--- src/rtl/fetch_pair_xe.sv ---
// rtl/fetch_pair_xe.sv - pairs 8Exx/CExx prefix words with their opcode word for decode
// One-entry registered output; a held prefix that cannot pair is emitted as a fault.
module fetch_pair_xe #(
  parameter bit PFX_CE_EN = 1'b1
) (
  input  logic        clock,
  input  logic        reset,
  input  logic        flush,
  input  logic [15:0] inWord,
  input  logic [31:0] inPc,
  input  logic        inValid,
  output logic        inReady,
  output logic [31:0] outWord,
  output logic [31:0] outPc,
  output logic        outPair,
  output logic        outFault,
  output logic        outValid,
  input  logic        outReady
);

  typedef enum logic {
    IDLE = 1'b0,
    PFX  = 1'b1
  } state_t;

  state_t      state;
  state_t      nextState;
  logic [15:0] pfxWord;
  logic [31:0] pfxPc;

  logic        isPfx;
  logic        canLoad;
  logic        brkCond;
  logic        accept;
  logic        load;
  logic        capture;
  logic [31:0] loadWord;
  logic [31:0] loadPc;
  logic        loadPair;
  logic        loadFault;

  always_comb begin
    isPfx     = (inWord[15:8] == 8'h8E) || (PFX_CE_EN && (inWord[15:8] == 8'hCE));
    canLoad   = !outValid || outReady;
    // break condition deliberately excludes inValid so inReady has no path from it
    brkCond   = (state == PFX) && (isPfx || (inPc != (pfxPc + 32'd2)));
    inReady   = reset && !flush && canLoad && !brkCond;
    accept    = inValid && inReady;
    nextState = state;
    load      = 1'b0;
    capture   = 1'b0;
    loadWord  = 32'h0;
    loadPc    = 32'h0;
    loadPair  = 1'b0;
    loadFault = 1'b0;
    case (state)
      IDLE: begin
        if (accept) begin
          if (isPfx) begin
            capture   = 1'b1;
            nextState = PFX;
          end else begin
            load     = 1'b1;
            loadWord = {inWord, 16'h0000};
            loadPc   = inPc;
          end
        end
      end
      PFX: begin
        if (inValid && brkCond && canLoad) begin
          // orphan prefix goes out alone; the breaking word is re-presented next cycle
          load      = 1'b1;
          loadWord  = {16'h0000, pfxWord};
          loadPc    = pfxPc;
          loadFault = 1'b1;
          nextState = IDLE;
        end else if (accept) begin
          load      = 1'b1;
          loadWord  = {inWord, pfxWord};
          loadPc    = pfxPc;
          loadPair  = 1'b1;
          nextState = IDLE;
        end
      end
      default: nextState = IDLE;
    endcase
  end

  always_ff @(posedge clock) begin
    if (!reset) begin
      state    <= IDLE;
      pfxWord  <= 16'h0;
      pfxPc    <= 32'h0;
      outValid <= 1'b0;
      outWord  <= 32'h0;
      outPc    <= 32'h0;
      outPair  <= 1'b0;
      outFault <= 1'b0;
    end else if (flush) begin
      state    <= IDLE;
      outValid <= 1'b0;
    end else begin
      state <= nextState;
      if (capture) begin
        pfxWord <= inWord;
        pfxPc   <= inPc;
      end
      if (load) begin
        outValid <= 1'b1;
        outWord  <= loadWord;
        outPc    <= loadPc;
        outPair  <= loadPair;
        outFault <= loadFault;
      end else if (outReady) begin
        outValid <= 1'b0;
      end
    end
  end

endmodule

--- config.mk ---
export PLATFORM = sky130hd
export DESIGN_NAME = fetch_pair_xe
export DESIGN_NICKNAME = d
export VERILOG_FILES = /design/src/rtl/fetch_pair_xe.sv
export SDC_FILE = /design/constraint.sdc
export NUM_CORES = 1
export LEC_CHECK = 0
export BUFFER_PORTS_ARGS = -buffer_cell sky130_fd_sc_hd__buf_4
export CAP_MARGIN = 20
export CORE_ASPECT_RATIO = 1.2
export CORE_MARGIN = 10
export CORE_UTILIZATION = 45
export DETAILED_ROUTE_END_ITERATION = 7
export GPL_TIMING_DRIVEN = 0
export MAX_ROUTING_LAYER = met4
export PLACE_DENSITY_LB_ADDON = 0.12
export SLEW_MARGIN = 40
export SYNTH_ARGS = -nofsm -noshare
export SYNTH_HDL_FRONTEND = slang
export SYNTH_SLANG_ARGS = --single-unit
--- constraint.sdc ---
create_clock -name clock -period 9.35 [get_ports clock]
set_input_delay 2.3375 -clock clock [delete_from_list [all_inputs] [get_ports clock]]
set_output_delay 2.3375 -clock clock [all_outputs]
set_load 0.01 [all_outputs]
Word-level counts from Yosys, hierarchy flattened
Index checks and enable logic that the tools add are counted.
Word-level totals
  output and inout port bits: 68
  input port bits: 53
  logic and storage cells: 59
  flip-flop bits (word level): 116
Cells by class
  multiplexer cells: 27
  equal/unequal tests: 3
  reduce and logical (&&, ||, !) cells: 17
  bitwise gates (word level): 3
  add/subtract/negate cells: 1
Operators with widths (count)
  two-way mux 32 bit: 8
  case mux 32 bit (2 select lines): 2
  adder 32 x 2 -> 32 bit (second input constant): 1
  != test 32 bit: 1
  equality test 8 bit (second input constant): 2
  two-way mux 1 bit: 15
  logical AND 1 bit: 7
  case mux 1 bit (2 select lines): 2
  AND reduction 2 bit: 2
  logical NOT 1 bit: 3
  logical OR 1 bit: 3
  inverter 1 bit: 3
  nonzero test 2 bit: 1
  OR reduction 2 bit: 1

Longest topological paths before layout
  depth after elaboration: 11
  depth in mapped cells: 10

Worst setup path before layout
Ideal clock, no wire load.
  path type: in2out
  start point: input port inPc[25]
  end point: output port inReady
  arrival time: 3.927 ns
  path buffers: 0
  setup slack: 3.085 ns
  stages: 7
  data required time: 7.013 ns
  cells stage by stage: xor2_1 > xnor2_1 > or4_1 > a22o_1 > nor4_2 > a31o_2 > and3_1
On the way
  cells in the longest elaborated chain, start to end: 5
Ends and longest elaborated chain
  from (decl): line 10  | input logic [31:0] inPc,
  != test 32 bit: line 46  | brkCond = (state == PFX) && (isPfx || (inPc != (pfxPc + 32'd2)));
  logical OR 1 bit: line 46
  logical AND 1 bit: line 46
  logical NOT 1 bit: line 47  | inReady = reset && !flush && canLoad && !brkCond;
  logical AND 1 bit: line 47
  to (decl): line 12  | output logic inReady,
Every way passes these cells.

Final worst setup path
  start point: input port inPc[11]
  end point: output port inReady
Same word-level chain as after synthesis.

==> flow_summary.json <==
{
  "min_period_ns": 6.92,
  "antenna_found_initial": 0,
  "grt_max_degree": 17,
  "stdcell_count": 1003,
  "cts.sinks": 116,
  "internal_power_mw": 0.940,
  "grt_pass1_wl_um": 30600,
  "dp_slack_ns": 2.52,
  "r2r_start": "pfxPc[2]$_SDFFE_PN0P_",
  "worstPathArrival_ns": 4.58,
  "path_buf_inv": 2,
  "p_sw_frac": 0.263,
  "first_global_vias": 6007,
  "drive_gt1_frac": 0.256,
  "dp.cells": 971,
  "fmax_mhz": 145,
  "synth_top_flop_cell": "dfxtp_1",
  "cp-startpoint": "inPc[11]",
  "multi_input_area_mm2": 0.00328,
  "cts.path.max_buffers": 2,
  "slew_headroom": 0.522,
  "vias_per_cell": 5.80,
  "outcome": "completed",
  "endpoint_kind": "output pin",
  "crit_path_cell_trace": "buf_4, xnor2_1, o32ai_1, nor4_1, nand4b_1, nor4_2, a31o_2, and3_1, buf_4",
  "synthCells": 687,
  "final_nets": 880,
  "yosysSeqAreaShare": 0.392,
  "avgSynthCellArea_um2": 8.62,
  "start_util": 0.463,
  "die_area_mm2": 0.0182,
  "r2r_end": "outPc[31]$_SDFFE_PN0P_",
  "overflow": 0,
  "diodes": 0,
  "drtAntennaViolNets": 0,
  "cpPeakStageDelay_ns": 0.47,
  "die_x_um": 125,
  "yosysWarnings": 0,
  "clkTransAtPathRegs_ns": 0.06,
  "fin_util": 0.595,
  "place_congestion": 0.967,
  "final_hold_viol_count": 0,
  "wl_um": 19100,
  "finalCritPeriodShare": 0.740,
  "first_pass_iters": 5,
  "syn2layout_area_growth_pct": 28.5,
  "drc": 0,
  "hp-class": "flip-flop to flip-flop",
  "syn_area_mm2": 0.00592,
  "clkPwrFrac": 0.498,
  "critical_path_class": "input port to output pin",
  "synth_edf_count": 0,
  "tightestPinTransition_ns": 0.715,
  "critPathSlowestCell": "xnor2_1",
  "cts_root_buf": "clkbuf_16",
  "drv_cap": 0,
  "cts_setup_buffers": 0,
  "die_y_um": 146,
  "power_density_mw_per_mm2": 168,
  "wl_per_cell_um": 19.0,
  "cts_resized": 0,
  "core_area_mm2": 0.0128,
  "rsz0062_at_grt": "no",
  "rr_worst_depth": 10,
  "required_ns": 7.01,
  "insertion_delay_ns": 0.41,
  "synthesis.nets": 741,
  "ys_async_sr_fraction": 0,
  "p_leak_nw": 2.80,
  "dp_hpwl_um": 14500,
  "seq_area_mm2": 0.00232,
  "drtIter0Drc": 449,
  "power_frac_seq": 0.404,
  "rrSetupSlack_ns": 5.80,
  "io_pins": 121,
  "crit_family": "simple AND/OR/NAND/NOR gates",
  "numCtsBuffers": 17,
  "synthDistinctLibCells": 60,
  "grtUsageTotal": 0.207,
  "setup_viol": 0,
  "num_rows": 45,
  "ctsHoldBuffers": 0,
  "cts_tree": "done",
  "pwr-share-comb": 0.098,
  "timing.final.ws_setup_ns": 2.43,
  "crit_fanout": 5,
  "holdPathEnd": "pfxWord[2]$_SDFFE_PN0P_",
  "whs_path_depth": 2,
  "cp-start-kind": "input port",
  "p_sw_mw": 0.335,
  "dr_total_vias": 5821,
  "numPortBuffers": 120,
  "finalSetupTns_ns": 0,
  "drv_slew": 0,
  "skew_ns": 0.0126,
  "vdd_drop_max_mv": 0.0987,
  "whs_ns": 0.466,
  "fillers": 1156,
  "cp_common_cell": "buf_4",
  "min_from": "pfxWord[2]$_SDFFE_PN0P_",
  "htree_levels": 4,
  "synth-seq-cells": 116
}
## worst reg2reg max path: stages, from the launching register on
cell and delay [ns]:
dfxtp_1 0.51, ha_1 0.32, nand4_2 0.19, or4_4 0.59, o31ai_1 0.41, a22o_1 0.23, nor4_2 0.05, a31o_2 0.32
a211oi_4 0.45, buf_6 0.25, a31oi_2 0.10
## logic make-up (layout without fill, tap and decap cells)
logic type,count (synthesis),count (layout),share of synthesized area
AO/OA/AOI/OAI,185,185,0.257
XOR/XNOR,36,36,0.0533
adder cells (fa/ha/maj),1,1,0.00211
buffers and inverters,68,220,0.0541
flip-flops,116,116,0.392
multiplexers,2,2,0.00359
AND/OR/NAND/NOR,279,279,0.238
## state kept, by name, summed over array words and instances, names as in the netlist
signal / flops
outFault: 1
outPair: 1
outPc: 32
outValid: 1
outWord: 32
pfxPc: 32
pfxWord: 16
state: 1
## layout by cell type, fill, tap and decap left out, drive strengths merged, types with 2 or more instances in the layout
cell type  synthesis  final
buf               22    142
a22o              34     34
a41oi              2      2
o21ai             39     39
or4                4      4
clkbuf            38     56
nor2              13     13
a21boi            42     42
nor2b              6      6
nand2            141    141
clkinv             0      2
nand2b             6      6
and4               2      2
a21oi              4      4
nor4              13     13
xnor2             20     20
or3                4      4
nand4             46     46
o22ai              3      3
o21a               4      4
a31oi             36     36
nand3             17     17
o211ai             2      2
and3              10     10
dfxtp            116    116
nor3b              2      2
o2111ai            2      2
nor3               4      4
a211oi             3      3
clkinvlp           0      4
inv                8     15
xor2              16     16
a31o               5      5
and2               6      6
## synth_stat cells (5+ instances only)
library cell / number / share of area
xor2_1: 16 / 0.024
inv_1: 8 / 0.0051
buf_2: 10 / 0.0085
a31oi_1: 6 / 0.0063
nand2b_1: 6 / 0.0063
nand2_1: 141 / 0.089
buf_1: 5 / 0.0032
and3_1: 10 / 0.011
a31oi_2: 30 / 0.063
dfxtp_1: 116 / 0.39
nor2_1: 13 / 0.0082
a22o_1: 34 / 0.050
clkbuf_1: 38 / 0.024
o21ai_0: 39 / 0.033
a21boi_0: 13 / 0.016
nor2b_1: 6 / 0.0063
a21boi_1: 29 / 0.037
nor4_1: 11 / 0.012
and2_1: 6 / 0.0063
buf_6: 7 / 0.013
xnor2_1: 20 / 0.030
nand3_1: 15 / 0.013
nand4_1: 44 / 0.046
## metal layers
metal	GRT usage	wire length, um	up-vias
met5	-	0	-
met2	0.338	9250	220
met3	0.0568	1310	34
li1	-	-	2769
met1	0.237	8120	2798
met4	0.0782	384	0
## power groups by stage
stage / Combinational [mW] / Sequential (mW) / Clock [mW]
after global placement: 0.124 / 0.525 / 0
final: 0.125 / 0.515 / 0.634
after CTS: 0.126 / 0.515 / 0.643
after floorplan: 0.0552 / 0.531 / 0
after detailed placement: 0.126 / 0.525 / 0
after global routing: 0.135 / 0.517 / 0.668
## area by class of cell
type | instances | area share
plain buffers | 60 | 0.0382
clock buffers | 18 | 0.0564
clock inverters | 14 | 0.0192
inverters | 8 | 0.00395
multi-input cells | 503 | 0.432
flip-flops and latches | 116 | 0.305
well taps | 164 | 0.0270
repair buffers | 120 | 0.118
## worst max path at each step
stage | end | slack, ns | cells after the start
after global placement | inReady | 2.44 | 9
after CTS | inReady | 2.49 | 9
after floorplan | inReady | 3.09 | 7
final | inReady | 2.43 | 9
after global routing | inReady | 2.33 | 9
after detailed placement | inReady | 2.52 | 9
## through the flow
| step | power, mW | instance area [um2] |
|---|---|---|
| final | 1.27 | 7610 |
| after global routing | 1.32 | 7610 |
| after CTS | 1.28 | 7610 |
| after detailed placement | 0.651 | 7030 |
| after global placement | 0.649 | 7030 |
| after floorplan | 0.586 | 5920 |
(Power assumes the default switching activity.)
